===== src/rtl/dpram_fifo_ctrl_pkg.sv =====
// Shared constants for the dual-port-RAM backed FIFO controller.
package dpram_fifo_pkg;

   localparam int DATA_W_DEF = 32;                    // word width
   localparam int RAM_AW_DEF = 16;                    // external RAM address port width
   localparam int DEPTH_DEF  = 256;                   // RAM words used, power of two
   localparam int PTR_W      = $clog2(DEPTH_DEF);     // read/write pointer width
   localparam int MEM_CNT_W  = PTR_W + 1;             // 0..DEPTH words resident in RAM
   localparam int OBUF_CNT_W = 2;                     // 0..2 words in the output buffer
   localparam int CNT_W      = $clog2(DEPTH_DEF + 3); // 0..DEPTH+2 words held in total

endpackage


===== src/rtl/dpram_fifo_ctrl_if.sv =====
// Stream handshake bundle between a producer/consumer and the FIFO controller.
//
// Handshake rule for both streams: a word moves on a rising clock edge exactly
// when valid and ready are both high in the cycle ending at that edge. The
// sender holds data stable while valid is high and ready is low. Ready may
// depend combinationally on controller state but never on the partner's valid.
interface dpram_fifo_ctrl_if #(
   parameter int DATA_W = 32
);

   logic [DATA_W-1:0] s_data;
   logic              s_valid;
   logic              s_ready;
   logic [DATA_W-1:0] m_data;
   logic              m_valid;
   logic              m_ready;

   // FIFO side: accepts the write stream, produces the read stream.
   modport slave (
      input  s_data, s_valid, m_ready,
      output s_ready, m_data, m_valid
   );

   // Environment side: produces the write stream, consumes the read stream.
   modport master (
      output s_data, s_valid, m_ready,
      input  s_ready, m_data, m_valid
   );

endinterface


===== src/rtl/dpram_fifo_ctrl_obuf.sv =====
// Two-entry register FIFO that absorbs the RAM read latency on the output side.
// Entry 0 is always the head, so the output word comes straight from a flop.
module fifo_obuf #(
   parameter int DATA_W = 32
) (
   input  logic              clk,
   input  logic              rst_n,
   input  logic              clr,
   input  logic              push,
   input  logic [DATA_W-1:0] din,
   input  logic              pop,
   output logic [1:0]        cnt,
   output logic [DATA_W-1:0] head
);

   logic [DATA_W-1:0] ent0;
   logic [DATA_W-1:0] ent1;
   logic [1:0]        cnt_q;

   // Shift-register storage: pops move entry 1 forward, pushes fill the first free slot.
   // The controller never pushes into a full buffer unless it pops in the same cycle.
   always_ff @(posedge clk or negedge rst_n) begin
      if (!rst_n) begin
         ent0  <= '0;
         ent1  <= '0;
         cnt_q <= '0;
      end else if (clr) begin
         cnt_q <= '0;
      end else begin
         case ({push, pop})
            2'b10: begin
               if (cnt_q == 2'd0) ent0 <= din;
               else               ent1 <= din;
               cnt_q <= cnt_q + 2'd1;
            end
            2'b01: begin
               ent0  <= ent1;
               cnt_q <= cnt_q - 2'd1;
            end
            2'b11: begin
               if (cnt_q == 2'd1) begin
                  ent0 <= din;
               end else begin
                  ent0 <= ent1;
                  ent1 <= din;
               end
            end
            default: ;
         endcase
      end
   end

   // Head and occupancy are plain register outputs.
   always_comb begin
      cnt  = cnt_q;
      head = ent0;
   end

endmodule


===== src/rtl/dpram_fifo_ctrl.sv =====
// FIFO controller over an external single-clock true dual-port RAM.
// Port A only writes, port B only reads (1-cycle registered read data).
// A 1-bit in-flight flag plus a 2-entry output buffer hide the read latency
// and allow one push and one pop per cycle in steady state.
module dpram_fifo_ctrl
   import dpram_fifo_pkg::*;
#(
   parameter int DATA_W = DATA_W_DEF,
   parameter int RAM_AW = RAM_AW_DEF,
   parameter int DEPTH  = DEPTH_DEF
) (
   input  logic              clk,
   input  logic              rst_n,
   input  logic              clr,
   dpram_fifo_ctrl_if.slave  bus,
   output logic [CNT_W-1:0]  count,
   output logic              full,
   output logic              empty,
   output logic [RAM_AW-1:0] ram_addr_a,
   output logic [DATA_W-1:0] ram_data_a,
   output logic              ram_we_a,
   output logic [RAM_AW-1:0] ram_addr_b,
   output logic [DATA_W-1:0] ram_data_b,
   output logic              ram_we_b,
   input  logic [DATA_W-1:0] ram_q_b
);

   localparam int PW = $clog2(DEPTH);
   localparam int MW = PW + 1;

   logic [PW-1:0]         wr_ptr;
   logic [PW-1:0]         rd_ptr;
   logic [MW-1:0]         mem_cnt;
   logic                  inflight;
   logic [OBUF_CNT_W-1:0] obuf_cnt;
   logic                  push;
   logic                  pop;
   logic                  issue;
   logic [2:0]            obuf_after;

   // Handshake decode and read-issue decision; a read is launched only if the
   // output buffer will still have room for it once the in-flight word lands.
   always_comb begin
      full        = (mem_cnt == MW'(DEPTH));
      bus.s_ready = !full && !clr;
      push        = bus.s_valid && bus.s_ready && rst_n;
      pop         = bus.m_valid && bus.m_ready;
      obuf_after  = 3'(obuf_cnt) + 3'(inflight) - 3'(pop);
      issue       = (mem_cnt != '0) && (obuf_after < 3'd2);
   end

   // RAM port drive: port A writes at the write pointer, port B always addresses the read pointer.
   always_comb begin
      ram_we_a   = push;
      ram_addr_a = RAM_AW'(wr_ptr);
      ram_data_a = push ? bus.s_data : '0;
      ram_addr_b = RAM_AW'(rd_ptr);
      ram_data_b = '0;
      ram_we_b   = 1'b0;
   end

   // Pointer, RAM occupancy and in-flight tracking; pointers wrap naturally at DEPTH.
   always_ff @(posedge clk or negedge rst_n) begin
      if (!rst_n) begin
         wr_ptr   <= '0;
         rd_ptr   <= '0;
         mem_cnt  <= '0;
         inflight <= 1'b0;
      end else if (clr) begin
         wr_ptr   <= '0;
         rd_ptr   <= '0;
         mem_cnt  <= '0;
         inflight <= 1'b0;
      end else begin
         if (push)  wr_ptr <= wr_ptr + PW'(1);
         if (issue) rd_ptr <= rd_ptr + PW'(1);
         mem_cnt  <= mem_cnt + MW'(push) - MW'(issue);
         inflight <= issue;
      end
   end

   // Output buffer captures RAM read data one cycle after each issue.
   fifo_obuf #(
      .DATA_W (DATA_W)
   ) u_obuf (
      .clk   (clk),
      .rst_n (rst_n),
      .clr   (clr),
      .push  (inflight),
      .din   (ram_q_b),
      .pop   (pop),
      .cnt   (obuf_cnt),
      .head  (bus.m_data)
   );

   // Status outputs: total occupancy spans RAM, the pending read and the buffer.
   always_comb begin
      bus.m_valid = (obuf_cnt != '0);
      count       = CNT_W'(mem_cnt) + CNT_W'(inflight) + CNT_W'(obuf_cnt);
      empty       = (count == '0);
   end

endmodule


===== src/flat_wrapper.sv =====
// flat-port wrapper written by rule: the top's interface ports become plain ports
module dpram_fifo_ctrl_flat import dpram_fifo_pkg::*;
#(
   parameter int DATA_W = DATA_W_DEF,
   parameter int RAM_AW = RAM_AW_DEF,
   parameter int DEPTH  = DEPTH_DEF
)
  (clk, rst_n, clr, count, full, empty, ram_addr_a, ram_data_a, ram_we_a, ram_addr_b, ram_data_b, ram_we_b, ram_q_b, bus_s_data, bus_s_valid, bus_m_ready, bus_s_ready, bus_m_data, bus_m_valid);
  dpram_fifo_ctrl_if #(.DATA_W(DATA_W)) bus_i ();
  input  logic clk;
  input  logic rst_n;
  input  logic clr;
  output logic [CNT_W-1:0] count;
  output logic full;
  output logic empty;
  output logic [RAM_AW-1:0] ram_addr_a;
  output logic [DATA_W-1:0] ram_data_a;
  output logic ram_we_a;
  output logic [RAM_AW-1:0] ram_addr_b;
  output logic [DATA_W-1:0] ram_data_b;
  output logic ram_we_b;
  input  logic [DATA_W-1:0] ram_q_b;
  input wire logic [$bits(bus_i.s_data)-1:0] bus_s_data;
  input wire logic [$bits(bus_i.s_valid)-1:0] bus_s_valid;
  input wire logic [$bits(bus_i.m_ready)-1:0] bus_m_ready;
  output wire logic [$bits(bus_i.s_ready)-1:0] bus_s_ready;
  output wire logic [$bits(bus_i.m_data)-1:0] bus_m_data;
  output wire logic [$bits(bus_i.m_valid)-1:0] bus_m_valid;
  assign bus_i.s_data = bus_s_data;
  assign bus_i.s_valid = bus_s_valid;
  assign bus_i.m_ready = bus_m_ready;
  assign bus_s_ready = bus_i.s_ready;
  assign bus_m_data = bus_i.m_data;
  assign bus_m_valid = bus_i.m_valid;
  dpram_fifo_ctrl #(.DATA_W(DATA_W), .RAM_AW(RAM_AW), .DEPTH(DEPTH)) u_core (.clk(clk), .rst_n(rst_n), .clr(clr), .bus(bus_i), .count(count), .full(full), .empty(empty), .ram_addr_a(ram_addr_a), .ram_data_a(ram_data_a), .ram_we_a(ram_we_a), .ram_addr_b(ram_addr_b), .ram_data_b(ram_data_b), .ram_we_b(ram_we_b), .ram_q_b(ram_q_b));
endmodule

===== config.mk =====
export PLATFORM = sky130hd
export DESIGN_NAME = dpram_fifo_ctrl_flat
export DESIGN_NICKNAME = d
export VERILOG_FILES = /design/src/rtl/dpram_fifo_ctrl_pkg.sv /design/src/rtl/dpram_fifo_ctrl_if.sv /design/src/rtl/dpram_fifo_ctrl_obuf.sv /design/src/rtl/dpram_fifo_ctrl.sv /design/src/flat_wrapper.sv
export SDC_FILE = /design/constraint.sdc
export NUM_CORES = 1
export LEC_CHECK = 0
export ABC_CLOCK_PERIOD_IN_PS = 6000
export CORE_MARGIN = 1.5
export CORE_UTILIZATION = 40
export DETAILED_ROUTE_END_ITERATION = 12
export PLACE_DENSITY = 0.73
export SLEW_MARGIN = 25
export SYNTH_ARGS = -nofsm -noshare
export SYNTH_HDL_FRONTEND = slang
export SYNTH_HIERARCHICAL = 1
export SYNTH_SLANG_ARGS = --single-unit

===== constraint.sdc =====
create_clock -name clk -period 6 [get_ports clk]
set_input_delay 1.2 -clock clk [delete_from_list [all_inputs] [get_ports clk]]
set_output_delay 1.2 -clock clk [all_outputs]
set_load 0.1 [all_outputs]

==> impl_metrics.py, run 1 <==
metrics = {
    "status": {
        "status": "finished, final reports clean",
    },
    "global_routing": {
        "antenna_found_initial": 0,
        "grt_pass1_vias": 4227,
        "grt_usage_pct": 17.8,
        "grt_max_degree": 83,
        "gr-total-overflow": 0,
        "grt_pass1_wl_um": 22500,
    },
    "setup_path": {
        "crit_slowest_cell": "clkdlybuf4s50_1",
        "cp-end-kind": "primary output",
        "cp-start-kind": "register",
        "required_ns": 4.80,
        "reg2reg_depth": 15,
        "path_cells": "inv_1, fa_2, inv_2, fa_2, nand3_2, xnor2_4, or4_1, nor4b_1, clkdlybuf4s50_1",
        "cpPeakStageDelay_ns": 1.19,
        "path_max_fanout": 8,
        "critical_path_arrival_ns": 3.95,
        "crit_top_cell": "fa_2",
        "path_class": "reg -> out",
    },
    "sta": {
        "fin_crit_sh_pct": 85.8,
        "whs_ns": 0.511,
        "tightest_slew_ns": 1.03,
        "post-route-min-period_ns": 5.15,
        "setup_violations": 0,
        "slew_headroom_pct": 31.3,
        "fin_ws_ns": 0.853,
        "final_max_slew_viol_count": 0,
        "max_freq_ghz": 0.194,
        "clock_skew_ns": 0.00745,
        "rsz0062_at_grt": "false",
        "finalHoldViolations": 0,
    },
    "finish": {
        "syn2layout_area_growth_pct": 30.6,
        "final_cell_mix": "clkdlybuf4s50_1, dfrtp_1, mux2_4",
        "layout_commonest_cell": "clkdlybuf4s50_1",
        "final_net_count": 740,
        "drive_gt1_share_pct": 26.6,
        "diodes": 0,
        "nFillCells": 1243,
    },
    "synth": {
        "yosys_warnings": 6,
        "synth.area.top_cells": "dfrtp_1, mux2_4, buf_4",
        "synthSimpleGateAreaFrac_pct": 10.9,
        "synth_compound_area_share_pct": 6.44,
        "synth_top_family_by_area": "multiplexers",
        "synth_edf_count": 0,
        "synthDominantCellAreaShare_pct": 38.9,
        "synthDistinctLibCells": 57,
        "synth.area.mux_share_pct": 25.0,
        "synth-seq-area-share_pct": 38.9,
        "synth_fa_ha_area_share_pct": 6.00,
        "synthCells": 486,
        "synthFlopType": "dfrtp_1",
        "ys_ff_latch": 92,
        "synth-xor-area-share_pct": 2.37,
        "synth.avg_cell_area_um2": 12.2,
        "syn-cell-area_um2": 5920,
        "async_flop_share_pct": 100,
        "synth_top_area_cell": "dfrtp_1",
    },
    "clock_tree": {
        "path_clk_slew_ns": 0.07,
        "root_buffer": "clkbuf_16",
        "clockBufferDepth": 2,
        "postCtsResizedCells": 0,
        "clkLatencyLatePin_ns": 0.34,
        "postCtsSetupRepairBufs": 0,
        "cts.sinks": 92,
        "cts.htree.levels": 3,
        "cts_tree": "done",
        "ctsHoldBuffers": 0,
        "cts_buffers": 9,
    },
    "job": {
        "maxCapViolations": 0,
    },
    "die": {
        "rows": 44,
        "start_util_pct": 40.9,
        "core-area_um2": 14500,
        "die_w_um": 125,
        "num_io_pins": 212,
        "die_area_um2": 15600,
        "die_y_um": 125,
    },
    "drt": {
        "drt_iter0_drc": 242,
        "drc": 0,
        "wl_um": 13700,
        "first_pass_iters": 4,
        "antenna_left": 0,
        "vias_per_cell": 4.87,
        "wl_per_cell_um": 16.5,
        "num_vias": 4058,
    },
    "place": {
        "gp_congestion": 0.805,
        "io_buffers": 162,
        "hpwl_um": 9960,
        "dp_slack_ns": 0.889,
    },
    "min_path": {
        "hold_path_class": "reg -> reg",
        "whs_path_depth": 1,
    },
}
[synth_stat cells (4+ instances only)]
master / number
o21ai_0: 5
buf_6: 5
nor4_1: 4
a21oi_1: 11
xor2_1: 4
nand3_1: 8
or3_1: 6
inv_1: 18
a31oi_1: 5
ha_1: 22
fa_1: 4
nand4_1: 5
dfrtp_1: 92
nand2_1: 15
nor3_1: 4
clkbuf_1: 5
xnor2_1: 12
mux2i_1: 5
mux2_4: 90
mux2_2: 7
nor2_1: 13
and2_1: 33
buf_4: 52
nand2b_1: 7
or4_1: 5
[kinds of logic after synthesis]
group | after synthesis
other cells | 1
buf+inv | 88
mux | 102
simple gates | 112
flops | 92
fa+ha+maj | 26
compound gates | 49
xor+xnor | 16
[layout make-up]
cell class	instances	area (µm²)	share of cell area, %
inverter	19	71.3	0.922
sequential	92	2300	29.8
tap	184	230	2.98
timing repair buffer	169	1590	20.6
multi-input combinational	354	3230	41.7
clock buffer	11	243	3.14
clock inverter	5	67.6	0.873
[routing by layer]
metal | vias to the layer above | wire, µm | track usage [%]
li1 | 1908 | - | -
met1 | 2031 | 6570 | 25.0
met2 | 110 | 6410 | 28.1
met3 | 9 | 618 | 3.65
met4 | 0 | 117 | 4.33
met5 | - | 0 | 0
[registers in the layout (all words and copies together) (netlist names)]
| register | flops |
|---|---|
| u_core/u_obuf/ent1 | 32 |
| u_core/u_obuf/head | 32 |
| u_core/mem_cnt | 9 |
| u_core/rd_ptr | 8 |
| u_core/wr_ptr | 8 |
| u_core/u_obuf/cnt | 2 |
| u_core/inflight | 1 |
[per-stage QoR]
stage	setup TNS (ns)	instances	cell area [µm²]	util (%)
2_1_floorplan	-0.460	534	6140	-
3_3_place_gp	0	817	7410	51.2
3_5_place_dp	0	817	7410	51.2
4_1_cts	0	833	7720	53.3
5_1_grt	0	834	7740	53.4
6_report	0	834	7740	53.4
[path summary, 6_finish.rpt]
| path | slack (ns) | to | from |
|---|---|---|---|
| min reg2reg | 0.51 | u_core/u_obuf/ent1[7] | u_core/u_obuf/ent1[7] |
| min | 0.51 | u_core/u_obuf/ent1[7] | u_core/u_obuf/ent1[7] |
| max reg2reg | 1.73 | u_core/mem_cnt[8] | u_core/u_obuf/cnt[1] |
| min in group asynchronous | 0.70 | u_core/mem_cnt[4] | rst_n |
| max in group asynchronous | 4.31 | u_core/mem_cnt[1] | rst_n |
| max | 0.85 | empty | u_core/inflight |
[critical path, delay by kind of cell (launching register included)]
family,cells,cell delay [ns]
and+or+nand+nor,3,0.85
buffers and inverters,3,1.38
DFF,1,0.55
xor gates and xnor gates,1,0.17
adders and majority gates,2,0.66
Power of run 1 is left out: the tool's default activity adds up to more than one toggle a clock period on the data nets, which glitch-free logic cannot reach.
==> inputs of run 2 (changes only) <==
--- a/config.mk
+++ b/config.mk
@@ -7,9 +7,8 @@
 export LEC_CHECK = 0
 export ABC_CLOCK_PERIOD_IN_PS = 6000
 export CORE_MARGIN = 1.5
-export CORE_UTILIZATION = 40
+export CORE_UTILIZATION = 30
 export DETAILED_ROUTE_END_ITERATION = 12
-export PLACE_DENSITY = 0.73
 export SLEW_MARGIN = 25
 export SYNTH_ARGS = -nofsm -noshare
 export SYNTH_HDL_FRONTEND = slang
==> impl_metrics.py, run 2 (synthesis results as in run 1) <==
metrics = {
    "drt": {
        "first_pass_iters": 4,
        "num_vias": 4033,
        "wl_per_cell_um": 15.4,
        "drt_iter0_drc": 238,
        "wl_um": 14100,
        "drc": 0,
        "antenna_left": 0,
        "vias_per_cell": 4.41,
    },
    "die": {
        "rows": 51,
        "num_io_pins": 212,
        "die_w_um": 144,
        "start_util_pct": 30.5,
        "die_area_um2": 20600,
        "die_y_um": 144,
        "core-area_um2": 19400,
    },
    "setup_path": {
        "cp-start-kind": "input pin",
        "path_max_fanout": 17,
        "cp-end-kind": "register",
        "required_ns": 6.27,
        "critical_path_arrival_ns": 5.05,
        "crit_slowest_cell": "clkdlybuf4s50_1",
        "path_class": "in -> reg",
        "cpPeakStageDelay_ns": 0.44,
        "path_cells": "clkdlybuf4s50_1, and2_1, ha_1, nand2b_1, fa_1, xnor2_1, o311ai_4, nand2b_1, nand2_1, ha_1, fa_1, a211o_1, a31oi_1, o31a_1, mux2i_1",
    },
    "finish": {
        "syn2layout_area_growth_pct": 39.6,
        "drive_gt1_share_pct": 26.9,
        "final_net_count": 740,
        "diodes": 0,
        "final_area_um2": 8270,
        "layout_commonest_cell": "clkdlybuf4s50_1",
        "final_cell_mix": "clkdlybuf4s50_1, dfrtp_1, mux2_4",
        "nFillCells": 1841,
    },
    "sta": {
        "rsz0062_at_grt": "false",
        "setup_violations": 0,
        "fin_crit_sh_pct": 79.7,
        "finalHoldViolations": 0,
        "slew_headroom_pct": 32.1,
        "fin_ws_ns": 1.22,
        "clock_skew_ns": 0.00609,
        "post-route-min-period_ns": 4.78,
        "tightest_slew_ns": 1.02,
        "final_max_slew_viol_count": 0,
        "max_freq_ghz": 0.209,
    },
    "clock_tree": {
        "cts_buffers": 9,
        "ctsHoldBuffers": 0,
        "cts.sinks": 92,
        "path_clk_slew_ns": 0.06,
        "postCtsResizedCells": 0,
        "cts.htree.levels": 3,
        "postCtsSetupRepairBufs": 0,
        "root_buffer": "clkbuf_16",
        "cts_tree": "done",
        "clkLatencyLatePin_ns": 0.35,
        "clockBufferDepth": 2,
    },
    "power": {
        "peakVddDrop_uv": 701,
        "leakage_nw": 3.67,
        "p_per_area_nw_per_um2": 607,
    },
    "global_routing": {
        "grt_pass1_vias": 4194,
        "gr-total-overflow": 0,
        "grt_usage_pct": 13.9,
        "grt_max_degree": 82,
        "antenna_found_initial": 0,
        "grt_pass1_wl_um": 22500,
    },
    "place": {
        "io_buffers": 162,
        "hpwl_um": 10200,
        "dp_slack_ns": 0.874,
        "dpl_cell_area_um2": 7910,
        "gp_congestion": 0.832,
    },
    "min_path": {
        "hold_path_class": "reg -> reg",
    },
    "job": {
        "maxCapViolations": 0,
    },
    "status": {
        "status": "finished, final reports clean",
    },
}
run 2: cell type report:
type | instances | area, µm² | share of cell area [%]
clock buffer | 12 | 267 | 3.22
sequential | 92 | 2300 | 27.8
tap | 265 | 332 | 4.01
inverter | 19 | 71.3 | 0.862
multi-input combinational | 354 | 3230 | 39.0
clock inverter | 4 | 77.6 | 0.938
timing repair buffer | 169 | 1990 | 24.1
run 2: worst paths after layout:
| check | from | end | slack [ns] | cells past startpoint |
|---|---|---|---|---|
| min reg2reg | u_core/wr_ptr[6] | u_core/wr_ptr[6] | 0.50 | 1 |
| max | bus_m_ready | u_core/mem_cnt[8] | 1.22 | 15 |
| max reg2reg | u_core/u_obuf/cnt[1] | u_core/mem_cnt[8] | 1.69 | 15 |
| min in group asynchronous | rst_n | u_core/u_obuf/ent1[29] | 0.70 | 1 |
| min | u_core/wr_ptr[6] | u_core/wr_ptr[6] | 0.50 | 1 |
| max in group asynchronous | rst_n | u_core/rd_ptr[0] | 4.30 | 2 |
run 2: where the power goes:
part / internal (mW) / switching (mW)
sequential: 0.886 / 0.211
combinational: 1.14 / 2.13
clock: 0.402 / 0.245
run 2: stage by stage:
| stage | instances | util [%] | hold WS, ns | total power [mW] | setup TNS (ns) |
|---|---|---|---|---|---|
| 6_report | 915 | 42.6 | 0.499 | 5.02 | 0 |
| 5_1_grt | 915 | 42.6 | 0.526 | 5.27 | 0 |
| 4_1_cts | 914 | 42.6 | 0.505 | 5.05 | 0 |
| 3_5_place_dp | 898 | 40.8 | 0.492 | 4.38 | 0 |
| 3_3_place_gp | 898 | 40.8 | 0.483 | 4.32 | 0 |
| 2_1_floorplan | 534 | - | 0.476 | 3.77 | -0.460 |
run 2: worst max-delay path, delay by kind of cell:
kind	cells	cell delay, ns
and+or+nand+nor	4	0.79
adders and majority gates	4	1.33
buffers and inverters	1	0.44
AOI/OAI and AO/OA	4	0.94
xor gates and xnor gates	1	0.17
muxes	1	0.18
run 2: layer usage:
metal	wire, µm	part of all wire [%]	up-vias	global-route usage (%)
li1	-	-	1917	-
met1	6650	47	1984	18.9
met2	6710	47	119	22.4
met3	585	4.1	13	2.03
met4	175	1.2	0	4.73
met5	0	0	-	0
(Power assumes the default switching activity.)
==> inputs of run 3 (changes only) <==
--- a/config.mk
+++ b/config.mk
@@ -5,7 +5,7 @@
 export SDC_FILE = /design/constraint.sdc
 export NUM_CORES = 1
 export LEC_CHECK = 0
-export ABC_CLOCK_PERIOD_IN_PS = 6000
+export ABC_CLOCK_PERIOD_IN_PS = 4500
 export CORE_MARGIN = 1.5
 export CORE_UTILIZATION = 30
 export DETAILED_ROUTE_END_ITERATION = 12
==> constraint.sdc (replaced) <==
create_clock -name clk -period 4.5 [get_ports clk]
set_input_delay 0.9 -clock clk [delete_from_list [all_inputs] [get_ports clk]]
set_output_delay 0.9 -clock clk [all_outputs]
set_load 0.1 [all_outputs]
==> impl_metrics.py, run 3 (synthesis results as in run 1) <==
metrics = {
    "status": {
        "status": "finished, final reports clean",
    },
    "finish": {
        "syn2layout_area_growth_pct": 39.3,
        "final_cell_mix": "clkdlybuf4s50_1, dfrtp_1, mux2_4",
        "drive_gt1_share_pct": 28.6,
        "layout_commonest_cell": "clkdlybuf4s50_1",
        "final_net_count": 743,
        "diodes": 0,
    },
    "die": {
        "die_y_um": 144,
        "core-area_um2": 19400,
        "die_area_um2": 20600,
        "die_w_um": 144,
        "start_util_pct": 30.5,
        "num_io_pins": 212,
        "rows": 51,
    },
    "clock_tree": {
        "cts_tree": "done",
        "clkLatencyLatePin_ns": 0.35,
        "ctsHoldBuffers": 0,
        "postCtsSetupRepairBufs": 0,
        "clockBufferDepth": 2,
        "path_clk_slew_ns": 0.07,
        "postCtsResizedCells": 0,
        "cts_buffers": 9,
        "root_buffer": "clkbuf_16",
        "cts.sinks": 92,
        "cts.htree.levels": 3,
    },
    "drt": {
        "drc": 0,
        "num_vias": 4058,
        "wl_per_cell_um": 15.4,
        "vias_per_cell": 4.42,
        "drt_iter0_drc": 175,
        "first_pass_iters": 5,
        "wl_um": 14100,
        "antenna_left": 0,
    },
    "setup_path": {
        "r2r_slack_ns": 0.47,
        "path_max_fanout": 8,
        "cp-end-kind": "primary output",
        "critical_path_arrival_ns": 3.23,
        "r2r_end": "u_core/mem_cnt[8]",
        "path_class": "reg -> out",
        "reg2reg_depth": 15,
        "required_ns": 3.60,
        "cp-start-kind": "register",
        "rr_startpoint": "u_core/u_obuf/cnt[1]",
    },
    "sta": {
        "setup_violations": 0,
        "max_freq_ghz": 0.242,
        "fin_ws_ns": 0.375,
        "tns_ns": 0,
        "final_max_slew_viol_count": 0,
        "tightest_slew_ns": 1.01,
        "clock_skew_ns": 0.00838,
        "rsz0062_at_grt": "false",
        "fin_crit_sh_pct": 91.7,
        "slew_headroom_pct": 32.2,
        "post-route-min-period_ns": 4.13,
        "finalHoldViolations": 0,
    },
    "power": {
        "peakVddDrop_uv": 1040,
        "leakage_nw": 3.68,
        "p_per_area_nw_per_um2": 804,
        "finalPower_mw": 6.63,
    },
    "min_path": {
        "hold_start": "u_core/wr_ptr[6]",
        "hold_path_class": "reg -> reg",
        "whs_path_depth": 1,
        "min_to": "u_core/wr_ptr[6]",
    },
    "global_routing": {
        "grt_pass1_vias": 4129,
        "grt_usage_pct": 13.8,
        "antenna_found_initial": 0,
        "grt_pass1_wl_um": 22300,
        "gr-total-overflow": 0,
        "grt_max_degree": 60,
    },
    "place": {
        "io_buffers": 162,
        "gp_congestion": 0.793,
        "dp_slack_ns": 0.00537,
        "hpwl_um": 10400,
    },
    "job": {
        "maxCapViolations": 0,
    },
}
==> run 3: critical path, stage by stage (launching register included) <==
cell	delay (ns)
dfrtp_1	0.55
inv_1	0.12
fa_2	0.38
inv_2	0.07
fa_2	0.27
nand3_2	0.14
xnor2_4	0.17
or4_1	0.42
nor4b_1	0.52
buf_12	0.24
==> run 3: power by group <==
part / switching (mW) / internal [mW] / total (mW)
registers: 0.281 / 1.18 / 1.46
logic: 2.84 / 1.54 / 4.38
clock network: 0.341 / 0.451 / 0.792
==> run 3: area by class of cell <==
class	instances	area, µm²
Inverter	19	71.3
Sequential cell	92	2300
Tap cell	265	332
Timing Repair Buffer	172	2010
Clock inverter	6	68.8
Clock buffer	10	239
Multi-Input combinational cell	354	3230
Fill cell	1848	11100
==> run 3: worst max-delay path by stage <==
stage | slack (ns) | start | cells past startpoint | to
6_report | 0.37 | u_core/inflight | 9 | empty
3_3_place_gp | 0.13 | bus_m_ready | 15 | u_core/mem_cnt[8]
4_1_cts | 0.32 | u_core/inflight | 9 | empty
5_1_grt | 0.17 | bus_m_ready | 15 | u_core/mem_cnt[8]
2_1_floorplan | -1.66 | u_core/u_obuf/cnt[0] | 6 | empty
3_5_place_dp | 0.005 | bus_m_ready | 15 | u_core/mem_cnt[8]
==> run 3: routing by layer <==
metal  track usage [%]  part of all wire [%]  routed length [µm]  vias up
met5                 0                     0                   0        -
met2              23.2                    49                6890      116
met3              3.03                   4.8                 673       10
met1              18.1                    46                6470     2011
met4              3.06                  0.69                  97        0
li1                  -                     -                   -     1921
==> run 3: per-stage QoR <==
step	util (%)	cell area, µm²	std cells	hold slack (ns)
floorplan	-	6140	534	0.476
global placement	40.9	7940	902	0.486
detailed placement	40.9	7940	902	0.489
CTS	42.5	8250	918	0.501
global route	42.5	8250	918	0.526
finish	42.5	8250	918	0.494
